File: src/rtl/lcd_sequencer.sv
// lcd_sequencer
// Master controller for the 4-bit HD44780 LCD path. After reset it runs the
// power-on init: the first four single nibbles are driven straight onto the
// LCD pins (o_init_sel=1). The remaining init byte commands go through the
// external nibble sender. Afterwards it accepts characters from a client and
// inserts the DDRAM address commands needed to wrap the cursor across lines.
//
// Ports
//   i_clk_sys        system clock (50 MHz)
//   i_reset          synchronous, active-high reset
//   i_char_valid     client offers a character on i_char
//   i_char[7:0]      ASCII character
//   i_clear          request display clear + cursor home
//   o_char_ready     high in IDLE while i_clear=0; char taken on valid&ready
//   o_init_done      sticky high once init has completed
//   o_sender_start   one-cycle start pulse to the nibble sender
//   o_sender_data    byte for the sender, held from start until done
//   i_sender_done    sender completion pulse (only honoured in CMD_WAIT)
//   o_rs             LCD RS for the current transfer (0 cmd, 1 char)
//   o_rw             LCD RW, always 0
//   o_init_sel       1: LCD pins from o_init_nibble/o_init_en, 0: from sender
//   o_init_nibble    direct nibble during init
//   o_init_en        direct EN during init
//
// state       | meaning
// ------------+------------------------------------------------------------
// PWR_WAIT    | power-on delay before the first init nibble
// NIB_SETUP   | direct nibble driven, EN low (setup)
// NIB_HIGH    | direct nibble driven, EN high
// NIB_HOLD    | direct nibble driven, EN low (hold)
// INIT_WAIT   | post-nibble delay (long after the first, short otherwise)
// CMD_START   | start pulse to the sender, data/RS already valid
// CMD_WAIT    | waiting for the sender done pulse
// CLR_WAIT    | extra settle time after a clear command
// IDLE        | init complete, ready for a character or clear request

module lcd_sequencer #(
    parameter int unsigned P_PWR_WAIT   = 750000,
    parameter int unsigned P_WAIT_LONG  = 205000,
    parameter int unsigned P_WAIT_SHORT = 5000,
    parameter int unsigned P_WAIT_CLEAR = 82000,
    parameter int unsigned P_SETUP      = 2,
    parameter int unsigned P_EN_HIGH    = 12
) (
    input  logic       i_clk_sys,
    input  logic       i_reset,
    input  logic       i_char_valid,
    input  logic [7:0] i_char,
    input  logic       i_clear,
    output logic       o_char_ready,
    output logic       o_init_done,
    output logic       o_sender_start,
    output logic [7:0] o_sender_data,
    input  logic       i_sender_done,
    output logic       o_rs,
    output logic       o_rw,
    output logic       o_init_sel,
    output logic [3:0] o_init_nibble,
    output logic       o_init_en
);

    typedef enum logic [3:0] {
        S_PWR_WAIT,
        S_NIB_SETUP,
        S_NIB_HIGH,
        S_NIB_HOLD,
        S_INIT_WAIT,
        S_CMD_START,
        S_CMD_WAIT,
        S_CLR_WAIT,
        S_IDLE
    } state_t;

    // What the current sender transfer belongs to; decides where CMD_WAIT goes.
    typedef enum logic [1:0] {
        CTX_INIT,
        CTX_CLEAR,
        CTX_CHAR,
        CTX_WRAP
    } ctx_t;

    localparam logic [7:0] C_CMD_CLEAR = 8'h01;
    localparam logic [7:0] C_CMD_LINE2 = 8'hC0;
    localparam logic [7:0] C_CMD_LINE1 = 8'h80;

    state_t      r_state;
    state_t      w_state_nxt;
    ctx_t        r_ctx;
    ctx_t        w_ctx_nxt;
    logic [31:0] r_wait;
    logic [31:0] w_wait_nxt;
    logic [1:0]  r_step;
    logic [1:0]  w_step_nxt;
    logic [7:0]  r_data;
    logic [7:0]  w_data_nxt;
    logic        r_rs;
    logic        w_rs_nxt;
    logic [4:0]  r_cursor;
    logic [4:0]  w_cursor_nxt;
    logic        r_init_done;
    logic        w_init_done_nxt;

    logic [31:0] w_wait_lim;
    logic        w_wait_tc;
    logic [4:0]  w_cursor_inc;
    logic        w_nib_phase;

    // Init byte commands: function set, entry mode, display on, clear.
    function automatic logic [7:0] f_init_cmd(input logic [1:0] idx);
        case (idx)
            2'd0:    f_init_cmd = 8'h28;
            2'd1:    f_init_cmd = 8'h06;
            2'd2:    f_init_cmd = 8'h0C;
            default: f_init_cmd = C_CMD_CLEAR;
        endcase
    endfunction

    // Length in cycles of the current timed state. The counter counts up
    // from 0 so that the cleared reset value is the first cycle of PWR_WAIT.
    always_comb begin
        w_wait_lim = 32'd1;
        case (r_state)
            S_PWR_WAIT:  w_wait_lim = 32'(P_PWR_WAIT);
            S_NIB_SETUP: w_wait_lim = 32'(P_SETUP + 1);
            S_NIB_HIGH:  w_wait_lim = 32'(P_EN_HIGH + 1);
            S_NIB_HOLD:  w_wait_lim = 32'(P_SETUP + 1);
            S_INIT_WAIT: w_wait_lim = (r_step == 2'd0) ? 32'(P_WAIT_LONG)
                                                       : 32'(P_WAIT_SHORT);
            S_CLR_WAIT:  w_wait_lim = 32'(P_WAIT_CLEAR);
            default:     w_wait_lim = 32'd1;
        endcase
    end

    assign w_wait_tc    = (r_wait == (w_wait_lim - 32'd1));
    assign w_cursor_inc = r_cursor + 5'd1;

    always_ff @(posedge i_clk_sys) begin
        if (i_reset) begin
            r_state     <= S_PWR_WAIT;
            r_ctx       <= CTX_INIT;
            r_wait      <= 32'd0;
            r_step      <= 2'd0;
            r_data      <= 8'h00;
            r_rs        <= 1'b0;
            r_cursor    <= 5'd0;
            r_init_done <= 1'b0;
        end else begin
            r_state     <= w_state_nxt;
            r_ctx       <= w_ctx_nxt;
            r_wait      <= w_wait_nxt;
            r_step      <= w_step_nxt;
            r_data      <= w_data_nxt;
            r_rs        <= w_rs_nxt;
            r_cursor    <= w_cursor_nxt;
            r_init_done <= w_init_done_nxt;
        end
    end

    always_comb begin
        w_state_nxt     = r_state;
        w_ctx_nxt       = r_ctx;
        w_wait_nxt      = 32'd0;
        w_step_nxt      = r_step;
        w_data_nxt      = r_data;
        w_rs_nxt        = r_rs;
        w_cursor_nxt    = r_cursor;
        w_init_done_nxt = r_init_done;

        case (r_state)
            S_PWR_WAIT: begin
                if (w_wait_tc) w_state_nxt = S_NIB_SETUP;
                else           w_wait_nxt  = r_wait + 32'd1;
            end
            S_NIB_SETUP: begin
                if (w_wait_tc) w_state_nxt = S_NIB_HIGH;
                else           w_wait_nxt  = r_wait + 32'd1;
            end
            S_NIB_HIGH: begin
                if (w_wait_tc) w_state_nxt = S_NIB_HOLD;
                else           w_wait_nxt  = r_wait + 32'd1;
            end
            S_NIB_HOLD: begin
                if (w_wait_tc) w_state_nxt = S_INIT_WAIT;
                else           w_wait_nxt  = r_wait + 32'd1;
            end
            S_INIT_WAIT: begin
                if (w_wait_tc) begin
                    if (r_step == 2'd3) begin
                        // Direct nibbles finished; hand the pins to the sender.
                        w_step_nxt  = 2'd0;
                        w_data_nxt  = f_init_cmd(2'd0);
                        w_rs_nxt    = 1'b0;
                        w_ctx_nxt   = CTX_INIT;
                        w_state_nxt = S_CMD_START;
                    end else begin
                        w_step_nxt  = r_step + 2'd1;
                        w_state_nxt = S_NIB_SETUP;
                    end
                end else begin
                    w_wait_nxt = r_wait + 32'd1;
                end
            end
            S_CMD_START: begin
                w_state_nxt = S_CMD_WAIT;
            end
            S_CMD_WAIT: begin
                if (i_sender_done) begin
                    case (r_ctx)
                        CTX_INIT: begin
                            if (r_step == 2'd3) begin
                                w_state_nxt = S_CLR_WAIT;
                            end else begin
                                w_step_nxt  = r_step + 2'd1;
                                w_data_nxt  = f_init_cmd(r_step + 2'd1);
                                w_rs_nxt    = 1'b0;
                                w_state_nxt = S_CMD_START;
                            end
                        end
                        CTX_CLEAR: begin
                            w_state_nxt = S_CLR_WAIT;
                        end
                        CTX_CHAR: begin
                            w_cursor_nxt = w_cursor_inc;
                            if (w_cursor_inc == 5'd16) begin
                                w_data_nxt  = C_CMD_LINE2;
                                w_rs_nxt    = 1'b0;
                                w_ctx_nxt   = CTX_WRAP;
                                w_state_nxt = S_CMD_START;
                            end else if (w_cursor_inc == 5'd0) begin
                                w_data_nxt  = C_CMD_LINE1;
                                w_rs_nxt    = 1'b0;
                                w_ctx_nxt   = CTX_WRAP;
                                w_state_nxt = S_CMD_START;
                            end else begin
                                w_state_nxt = S_IDLE;
                            end
                        end
                        default: begin
                            w_state_nxt = S_IDLE;
                        end
                    endcase
                end
            end
            S_CLR_WAIT: begin
                if (w_wait_tc) begin
                    w_cursor_nxt    = 5'd0;
                    w_init_done_nxt = 1'b1;
                    w_state_nxt     = S_IDLE;
                end else begin
                    w_wait_nxt = r_wait + 32'd1;
                end
            end
            S_IDLE: begin
                // Clear wins over a simultaneous character; that char is not taken.
                if (i_clear) begin
                    w_data_nxt  = C_CMD_CLEAR;
                    w_rs_nxt    = 1'b0;
                    w_ctx_nxt   = CTX_CLEAR;
                    w_state_nxt = S_CMD_START;
                end else if (i_char_valid) begin
                    w_data_nxt  = i_char;
                    w_rs_nxt    = 1'b1;
                    w_ctx_nxt   = CTX_CHAR;
                    w_state_nxt = S_CMD_START;
                end
            end
            default: begin
                w_state_nxt = S_PWR_WAIT;
            end
        endcase
    end

    assign w_nib_phase = (r_state == S_NIB_SETUP) || (r_state == S_NIB_HIGH) ||
                         (r_state == S_NIB_HOLD);

    assign o_char_ready   = (r_state == S_IDLE) && !i_clear;
    assign o_init_done    = r_init_done;
    assign o_sender_start = (r_state == S_CMD_START);
    assign o_sender_data  = r_data;
    assign o_rs           = r_rs;
    assign o_rw           = 1'b0;
    assign o_init_sel     = (r_state == S_PWR_WAIT) || w_nib_phase ||
                            (r_state == S_INIT_WAIT);
    assign o_init_en      = (r_state == S_NIB_HIGH);
    assign o_init_nibble  = w_nib_phase ? ((r_step == 2'd3) ? 4'h2 : 4'h3) : 4'h0;

endmodule
File: config.mk
export PLATFORM = sky130hd
export DESIGN_NAME = lcd_sequencer
export DESIGN_NICKNAME = d
export VERILOG_FILES = /design/src/rtl/lcd_sequencer.sv
export SDC_FILE = /design/constraint.sdc
export NUM_CORES = 1
export LEC_CHECK = 0
export CAP_MARGIN = 30
export CORE_MARGIN = 2
export CORE_UTILIZATION = 35
export DETAILED_ROUTE_END_ITERATION = 10
export PLACE_DENSITY = 0.65
export SLEW_MARGIN = 20
export SYNTH_ARGS = -nofsm -noshare
export SYNTH_HDL_FRONTEND = slang
export SYNTH_SLANG_ARGS = --single-unit
File: constraint.sdc
create_clock -name i_clk_sys -period 3.3 [get_ports i_clk_sys]
set_input_delay 0.825 -clock i_clk_sys [delete_from_list [all_inputs] [get_ports i_clk_sys]]
set_output_delay 0.825 -clock i_clk_sys [all_outputs]
set_load 0.01 [all_outputs]
==> out/metrics.cfg, run 1 <==
[timing]
layout_min_cycle_time_ns = 3.09
period_share = 0.936
clock_skew_ns = 0.0104
hold_viol = 0
tightest_slew_ns = 0.711
relSlewSlack = 0.521
setup-violations-final = 0
fmax_ghz = 0.324
final.setup.tns_ns = 0
fin_ws_ns = 0.213
drv_slew = 0

[power]
leakagePower_nw = 1.53
powerDensity_mw_per_mm2 = 303
peakVddDrop_v = 0.000174

[setup_path]
path_cells = buf_4 -> xor2_1 -> a21oi_1 -> nor3_1 -> clkdlybuf4s50_1
required_ns = 2.47
crit_type = flop to output pin
critPathMaxStageDelay_ns = 0.60
critPathCaptureType = output pin
start_kind = flop
crit_fanout = 28
crit_arrival_ns = 2.26
r2r_setup_slack_ns = 0.24
cp_slowest_cell = clkdlybuf4s50_1

[synthesis]
ys_types = 71
synth_top_cell_area_share = 0.299
synth_fa_ha_area_frac = 0.0360
synth-edff-count = 0
synth_top_family_by_area = simple AND/OR/NAND/NOR gates
synth_compound_area_frac = 0.171
synth_top_cell_by_area = dfxtp_1
yosys_warnings = 0
muxShareOfSynthArea = 0.0410
synth_area_mm2 = 0.00369
synth_area_leaders = dfxtp_1, nor2_1, nand2_1, xor2_1, xnor2_1
yosysMostFrequentCell = nor2_1
synth_cells = 471
synth_common_cells = nor2_1, dfxtp_1, nand2_1
synthesis.area_per_instance_um2 = 7.83
ys_seq_area_frac = 0.299
synth_xor_xnor_area_share = 0.0902
synthSimpleGateAreaFrac = 0.304
async_flop_share = 0
ys.flop_type = dfxtp_1
synth.ff_latch_count = 55

[place]
dp_hpwl_um = 6710
postPlaceCellArea_mm2 = 0.00411
routabilityCongestion = 0.844
port_buffers = 28
dp_slack_ns = 0.0945

[cts]
ctsHoldBuffers = 0
clk_path_buf_depth = 2
cts_max_level = 2
cts_tree = yes
root_buffer = clkbuf_8
clk_latency_ns = 0.32
clock_sinks = 55
cts_buffers = 5
cts.clk_slew.worst_paths_ns = 0.11

[global_route]
grt_pass1_wl_um = 15700
grt_antenna_before_repair = 0
grt_max_degree = 33
grt.total_usage = 0.167
grt_overflow = 0
grt_pass1_vias = 3306

[hold_path]
hold_class = flop to flop

[final_layout]
num-nets-final = 514
fin_area_mm2 = 0.00422
antenna_cells = 0
area_growth_pct = 14.4
drive_above_1_share = 0.0913

[routing]
vias = 3398
firstDrtPassIters = 4
antenna_left = 0
via_per_inst = 5.40
drc_errors = 0
drtIter0Drc = 148
wl_per_cell_um = 14.6
wl_um = 9170

[status]
outcome = complete, no violations

[floorplanning]
rows = 37
die_w_um = 107
dieArea_mm2 = 0.0114
die_y_um = 107
start_util = 0.359
boundaryPins = 32
coreArea_mm2 = 0.0103

[job]
cap_violations = 0

[logic make-up (layout without fill, tap and decap cells)]
| group | count (synthesis) | after routing |
|---|---|---|
| AO/OA/AOI/OAI | 84 | 84 |
| XOR/XNOR | 38 | 38 |
| adder cells (fa/ha/maj) | 11 | 11 |
| buffers and inverters | 44 | 64 |
| flip-flops | 55 | 55 |
| multiplexers | 14 | 14 |
| other | 1 | 3 |
| AND/OR/NAND/NOR | 224 | 224 |
[metrics by stage]
| step | util | hold WS [ns] | std cells | total power, mW |
|---|---|---|---|---|
| finish | 0.411 | 0.457 | 629 | 1.28 |
| global route | 0.411 | 0.500 | 629 | 1.33 |
| CTS | 0.409 | 0.464 | 628 | 1.29 |
| detailed placement | 0.400 | 0.449 | 620 | 0.873 |
| global placement | 0.400 | 0.440 | 620 | 0.870 |
| floorplan | - | 0.461 | 473 | 0.819 |
[report_power, final]
part | switching (mW) | internal, mW | leakage (nW)
Combinational | 0.105 | 0.0802 | 1.04
Clock | 0.259 | 0.158 | 0.0467
Sequential | 0.00590 | 0.669 | 0.444
[layer usage]
layer / wire [µm] / track usage
met5: 0 / 0
met4: 208 / 0.0622
met3: 383 / 0.0286
met2: 4180 / 0.275
met1: 4390 / 0.219
[critical path: cells and delay by family (launching register included)]
family,cells,cell delay [ns]
buffers and inverters,2,0.92
DFF,1,0.37
and+or+nand+nor,1,0.29
xor gates and xnor gates,1,0.22
AOI/OAI and AO/OA,1,0.14
[worst paths after layout]
path,cells after the start,from,endpoint
worst min-delay path,2,o_rs$_SDFFE_PP0P_,o_rs$_SDFFE_PP0P_
worst max-delay path,5,r_state[0]$_SDFFE_PP0P_,o_sender_start
worst max register to register,9,r_step[0]$_SDFFE_PP0P_,o_sender_data[7]$_SDFFE_PP0P_
worst min register to register,2,o_rs$_SDFFE_PP0P_,o_rs$_SDFFE_PP0P_
[cell type report]
type,instances,area [µm²]
clock inverter,3,27.5
clock buffer,5,68.8
sequential,55,1100
multi-input combinational,374,2390
fill,1064,6060
tap,136,170
inverter,10,37.5
timing repair buffer,46,428
[cell usage in the layout, fill, tap and decap left out, types with 3 or more instances in the layout]
cell and count:
o21ai_0 12, nand3_1 21, mux2i_1 11, dfxtp_1 55, a211oi_1 6, nor2b_1 6, a21oi_1 18, or2_2 5
conb_1 3, ha_1 8, buf_4 17, inv_1 10, xor2_1 21, xnor2_1 17, o211a_1 3, nor4_1 9
and4_1 4, o22ai_1 3, and3_1 8, o2111ai_1 4, o211ai_1 3, and2_1 3, nor3_1 11, clkbuf_8 5
nand2_1 50, nand4_1 10, nand2b_1 7, clkdlybuf4s50_1 28, nor2_1 72
[sequential cells by signal, summed over array words and instances (netlist names)]
| register | count |
|---|---|
| o_rs | 1 |
| r_cursor | 5 |
| r_step | 2 |
| r_ctx | 2 |
| o_sender_data | 8 |
| r_state | 4 |
| r_wait | 32 |
| o_init_done | 1 |
[repair_timing]
item / in CTS / in global routing
setup buffers: 0 / 1
resized for setup: 0 / 3
setup endpoints to repair: 0 / 50
No activity file was read; power rests on OpenSTA's default activity.
==> run 2, diff against run 1 <==
--- a/config.mk
+++ b/config.mk
@@ -7,9 +7,9 @@
 export LEC_CHECK = 0
 export CAP_MARGIN = 30
 export CORE_MARGIN = 2
-export CORE_UTILIZATION = 35
+export CORE_UTILIZATION = 53
 export DETAILED_ROUTE_END_ITERATION = 10
-export PLACE_DENSITY = 0.65
+export PLACE_DENSITY = 0.87
 export SLEW_MARGIN = 20
 export SYNTH_ARGS = -nofsm -noshare
 export SYNTH_HDL_FRONTEND = slang
==> run 2 against run 1 <==
Wire length shrank 0.56%. First-iteration DRC count grew 41%. Via count grew 3.1%. Hold slack gained 0.011 ns. Core utilization grew 20 points. Die area shrank 33%. Fmax shrank 1.2%. Sequential power is essentially flat. Total power shrank 1.2%. Critical path type is now flop to flop. Critical endpoint is now o_sender_data[3]$_SDFFE_PP0P_. Largest cell class unchanged. Largest power group unchanged. Highest routed layer unchanged.
==> out/metrics.cfg, run 2 (synthesized netlist as in run 1, its figures left out) <==
[place]
postPlaceCellArea_mm2 = 0.00403  ; -1.8%
routabilityCongestion = 0.875  ; +3.7%
dp_slack_ns = 0.231  ; +0.136 ns
port_buffers = 28  ; unchanged
dp_hpwl_um = 6640  ; -1.1%

[cts]
root_buffer = clkbuf_8
cts.clk_slew.worst_paths_ns = 0.11  ; about the same
clk_path_buf_depth = 2  ; unchanged
cts_max_level = 2  ; unchanged
cts_tree = yes
clk_latency_ns = 0.33  ; about the same
cts_buffers = 5  ; unchanged
clock_sinks = 55  ; unchanged
ctsHoldBuffers = 0  ; unchanged

[floorplanning]
start_util = 0.546  ; +0.187
dieArea_mm2 = 0.00764  ; -33%
rows = 30  ; -19%
die_y_um = 87.4  ; -18%
coreArea_mm2 = 0.00676  ; -34%
boundaryPins = 32  ; unchanged
die_w_um = 87.4  ; -18%

[routing]
vias = 3502  ; +3.1%
wl_um = 9120  ; -0.56%
wl_per_cell_um = 15.9  ; +8.8%
firstDrtPassIters = 5  ; +1
drtIter0Drc = 208  ; +41%
via_per_inst = 6.09  ; +13%
antenna_left = 0  ; unchanged
drc_errors = 0  ; unchanged

[timing]
hold_viol = 0  ; unchanged
setup-violations-final = 0  ; unchanged
final.setup.tns_ns = 0  ; unchanged
layout_min_cycle_time_ns = 3.12  ; +0.0374 ns
drv_slew = 0  ; unchanged
fmax_ghz = 0.320  ; -1.2%
tightest_slew_ns = 0.701  ; -0.0102 ns
relSlewSlack = 0.528  ; +0.00684
clock_skew_ns = 0.0148  ; +0.00441 ns
hold_slack_ns = 0.467  ; +0.0105 ns
period_share = 0.947  ; +0.0113
rsz0062_at_grt = no
fin_ws_ns = 0.175  ; -0.0374 ns

[setup_path]
cp.depth = 10  ; +5
critPathMaxStageDelay_ns = 0.57  ; -0.03 ns
crit_type = flop to flop
path_cells = nand4b_1 -> o21ai_0 -> ha_1 -> buf_4 -> nor2b_1 -> a2111oi_1 -> nor4_1 -> and4_1 -> o211ai_4 -> mux2_4
r2r_cells = 10  ; +1
crit_arrival_ns = 3.34  ; +1.08 ns
start_kind = flop
cp_slowest_cell = a2111oi_1
crit_buf_inv = 1  ; -1
critPathCaptureType = flop
required_ns = 3.51  ; +1.04 ns
crit_fanout = 10  ; -64%
cpLargestDelayFamily = compound AO/OA/AOI/OAI gates

[global_route]
grt-busiest-layer = met2
grt_overflow = 0  ; unchanged
grt_pass1_wl_um = 15100  ; -3.8%
grt_use_met2 = 0.410  ; +0.135
grt_max_degree = 33  ; unchanged
grt_antenna_before_repair = 0  ; unchanged
grt.total_usage = 0.248  ; +0.0808
grt_pass1_vias = 3268  ; -1.1%
use_met1 = 0.322  ; +0.103
grt_use_met3 = 0.0464  ; +0.0179

[power]
pwr-share-clk = 0.314  ; -0.013
peakVddDrop_v = 0.000233  ; +34%
p_seq_frac = 0.535  ; +0.007
p_int_mw = 0.904  ; -0.40%
pwr-share-comb = 0.151  ; +0.006
powerDensity_mw_per_mm2 = 304  ; +0.61%
total_power_mw = 1.26  ; -1.2%
p_sw_mw = 0.358  ; -3.0%
leakagePower_nw = 1.54  ; +0.14%
switching_share = 0.284  ; -0.00545

[status]
outcome = complete, no violations

[final_layout]
num-nets-final = 516  ; +0.39%
fillers = 601  ; -44%
top_register = r_wait
antenna_cells = 0  ; unchanged
fin_area_mm2 = 0.00415  ; -1.7%
largest_register_ff_count = 32  ; unchanged
drive_above_1_share = 0.0909  ; -0.000369
layout_commonest_cell = nor2_1
area_growth_pct = 12.4
final_cell_mix = nor2_1, dfxtp_1, nand2_1

[hold_path]
hold_class = flop to flop
min_path_cells = 2  ; unchanged

[job]
cap_violations = 0  ; unchanged

## run 2: changes by cell type in the layout (fill, tap and decap cells not counted)
cell / previous run / this run
a2111oi_1: 1 / 3
ha_1: 8 / 9
inv_6: 1 / 0
buf_4: 17 / 20
ha_2: 1 / 0
buf_12: 1 / 0
a2111oi_0: 2 / 0
clkinv_4: 0 / 2
inv_8: 1 / 0
a21oi_1: 18 / 19
a21oi_2: 1 / 0
## run 2: tightest hold or removal path: stages (launching register included)
cell and delay (ns):
dfxtp_1 0.32, nand2_1 0.05, mux2i_1 0.06
## run 2: final cells by class
class	instances	area [µm²]	area share
clock inverters	3	25.0	0.00604
repair buffers	48	430	0.104
clock buffers	5	68.8	0.0166
flip-flops and latches	55	1100	0.266
inverters	10	37.5	0.00906
well taps	80	100	0.0241
multi-input cells	374	2380	0.575
## run 2: power by group through the flow
stage	clock network [mW]	registers [mW]	logic, mW
2_1_floorplan	0	0.688	0.130
3_5_place_dp	0	0.690	0.186
3_3_place_gp	0	0.690	0.183
4_1_cts	0.401	0.675	0.188
5_1_grt	0.427	0.677	0.209
6_report	0.396	0.675	0.191
## run 2: routing by layer
layer | part of all wire | up-vias
met4 | 0.017 | 0
met2 | 0.47 | 127
met3 | 0.069 | 17
met1 | 0.44 | 1644
li1 | - | 1714
met5 | 0 | -
## run 2: final timing paths
check	startpoint	end	slack (ns)
worst max-delay path	r_state[3]$_SDFFE_PP0P_	o_sender_data[3]$_SDFFE_PP0P_	0.18
worst min-delay path	o_sender_data[1]$_SDFFE_PP0P_	o_sender_data[1]$_SDFFE_PP0P_	0.47
worst max register to register	r_state[3]$_SDFFE_PP0P_	o_sender_data[3]$_SDFFE_PP0P_	0.18
worst min register to register	o_sender_data[1]$_SDFFE_PP0P_	o_sender_data[1]$_SDFFE_PP0P_	0.47
## run 2: stage by stage
step                      instances  utilization
final                           575        0.614
after global placement          565        0.597
after global routing            575        0.614
after floorplan                 473            -
after CTS                       573        0.611
after detailed placement        565        0.597
## run 2: timing repair
item                       CTS  global route
setup buffers                0             2
resized for setup            0             3
setup endpoints to repair    0            41
==> run 3, diff against run 2 <==
--- a/config.mk
+++ b/config.mk
@@ -9,6 +9,7 @@
 export CORE_MARGIN = 2
 export CORE_UTILIZATION = 53
 export DETAILED_ROUTE_END_ITERATION = 10
+export GPL_ROUTABILITY_DRIVEN = 0
 export PLACE_DENSITY = 0.87
 export SLEW_MARGIN = 20
 export SYNTH_ARGS = -nofsm -noshare
==> run 3 against run 2 <==
Register-to-register slack got worse by 0.11 ns. Final cell count fell by 0.17%. Clock power is 3% higher. Largest cell class unchanged. Flip-flop and latch count did not move. Non-clock buffer count decreased by 1. Critical endpoint is now r_step[0]$_SDFFE_PP0P_. Fmax decreased by 3.3%.
==> out/metrics.cfg, run 3 (synthesized netlist as in run 1, its figures left out) <==
[routing]
antenna_left = 0  ; unchanged
wl_um = 8900  ; -2.4%
drtIter0Drc = 341  ; +64%
wl_per_cell_um = 15.5  ; -2.2%
via_per_inst = 6.11  ; +0.29%
firstDrtPassIters = 5  ; unchanged
drc_errors = 0  ; unchanged
vias = 3506  ; +0.11%

[global_route]
grt_pass1_vias = 3236  ; -0.98%
grt_antenna_before_repair = 0  ; unchanged
grt.total_usage = 0.241  ; -0.00669
grt_max_degree = 33  ; unchanged
grt_pass1_wl_um = 14900  ; -1.5%
grt_overflow = 0  ; unchanged

[floorplanning]
rows = 30  ; unchanged
die_y_um = 87.4  ; unchanged
start_util = 0.546  ; unchanged
coreArea_mm2 = 0.00676  ; unchanged
dieArea_mm2 = 0.00764  ; unchanged
die_w_um = 87.4  ; unchanged
boundaryPins = 32  ; unchanged

[cts]
clock_sinks = 55  ; unchanged
clk_path_buf_depth = 2  ; unchanged
cts_tree = yes
clk_latency_ns = 0.33  ; about the same
ctsHoldBuffers = 0  ; unchanged
cts_buffers = 5  ; unchanged
root_buffer = clkbuf_8
cts.clk_slew.worst_paths_ns = 0.12  ; about the same
cts_max_level = 2  ; unchanged

[setup_path]
cp_slowest_cell = a2111oi_1
r2r_cells = 11  ; +1
crit_type = flop to flop
start_kind = flop
critPathMaxStageDelay_ns = 0.61  ; +0.04 ns
critPathCaptureType = flop
path_cells = nand4b_1 -> o21ai_0 -> ha_2 -> buf_4 -> nor2b_1 -> a2111oi_1 -> a2111oi_1 -> buf_4 -> and4_2 -> a32oi_1 -> mux2i_1
crit_fanout = 11  ; +1
required_ns = 3.55  ; +0.04 ns
crit_arrival_ns = 3.48  ; +0.14 ns

[timing]
period_share = 0.979  ; +0.0323
fin_ws_ns = 0.0684  ; -0.107 ns
drv_slew = 0  ; unchanged
relSlewSlack = 0.537  ; +0.00938
hold_viol = 0  ; unchanged
final.setup.tns_ns = 0  ; unchanged
tightest_slew_ns = 0.687  ; -0.0139 ns
clock_skew_ns = 0.0149  ; +0.000160 ns
setup-violations-final = 0  ; unchanged
fmax_ghz = 0.309  ; -3.3%
layout_min_cycle_time_ns = 3.23  ; +0.107 ns

[final_layout]
layout_commonest_cell = nor2_1
antenna_cells = 0  ; unchanged
final_cell_mix = nor2_1, dfxtp_1, nand2_1
num-nets-final = 515  ; -0.19%
final_util = 0.615  ; +0.00130
top_register = r_wait
area_growth_pct = 12.6
largest_register_ff_count = 32  ; unchanged
drive_above_1_share = 0.0992  ; +0.00828

[power]
peakVddDrop_v = 0.000180  ; -23%
powerDensity_mw_per_mm2 = 308  ; +1.1%
leakagePower_nw = 1.54  ; -0.11%

[hold_path]
min_path_cells = 2  ; unchanged
hold_class = flop to flop

[place]
port_buffers = 28  ; unchanged
dp_hpwl_um = 6430  ; -3.1%
dp_slack_ns = 0.0976  ; -0.133 ns

[status]
outcome = complete, no violations

[job]
cap_violations = 0  ; unchanged

==> run 3: changes by cell type in the layout (fill, tap and decap cells not counted) <==
cell	delta
ha_1	-1
and4_2	+2
and4_1	-2
clkinv_4	-1
a21oi_1	-1
dfxtp_2	+1
buf_6	+1
inv_8	+1
buf_4	-2
dfxtp_1	-1
a21oi_2	+1
ha_2	+1
==> run 3: where the power goes <==
| part | internal (mW) | switching (mW) | leakage [nW] |
|---|---|---|---|
| clock network | 0.157 | 0.252 | 0.0463 |
| logic | 0.0829 | 0.109 | 1.04 |
| registers | 0.669 | 0.00890 | 0.444 |
==> run 3: routing by layer <==
layer  track usage  wire, µm
met1         0.325      4090
met2         0.395      4170
met3        0.0351       476
met4        0.0783       166
met5             0         0
==> run 3: worst paths after layout <==
check	from	endpoint	slack [ns]
worst max-delay path	r_state[3]$_SDFFE_PP0P_	r_step[0]$_SDFFE_PP0P_	0.07
worst min-delay path	o_sender_data[4]$_SDFFE_PP0P_	o_sender_data[4]$_SDFFE_PP0P_	0.47
worst max register to register	r_state[3]$_SDFFE_PP0P_	r_step[0]$_SDFFE_PP0P_	0.07
worst min register to register	o_sender_data[4]$_SDFFE_PP0P_	o_sender_data[4]$_SDFFE_PP0P_	0.47
==> run 3: final cells by class <==
| type | count | area (µm²) |
|---|---|---|
| clock inverters | 3 | 27.5 |
| inverters | 10 | 37.5 |
| well taps | 80 | 100 |
| clock buffers | 5 | 68.8 |
| multi-input cells | 374 | 2390 |
| flip-flops and latches | 55 | 1100 |
| fillers | 581 | 2600 |
| repair buffers | 47 | 427 |
==> run 3: what timing repair did <==
item / CTS / global route
endpoints found under the setup margin: 0 / 46
buffers inserted: 0 / 2
resized for setup: 0 / 9
==> run 3: critical path, delay by kind of cell (launching register included) <==
| family | cells | cell delay, ns |
|---|---|---|
| flops | 1 | 0.55 |
| compound gates | 4 | 1.21 |
| buf+inv | 2 | 0.35 |
| fa+ha+maj | 1 | 0.23 |
| mux | 1 | 0.22 |
| simple gates | 3 | 0.59 |
==> run 3: per-stage QoR <==
step / hold WS (ns) / instances / area [µm²] / total power [mW]
final: 0.465 / 574 / 4150 / 1.28
after global routing: 0.500 / 574 / 4150 / 1.33
after CTS: 0.469 / 572 / 4120 / 1.27
after detailed placement: 0.454 / 564 / 4030 / 0.874
after global placement: 0.440 / 564 / 4030 / 0.867
after floorplan: 0.461 / 473 / 3700 / 0.819
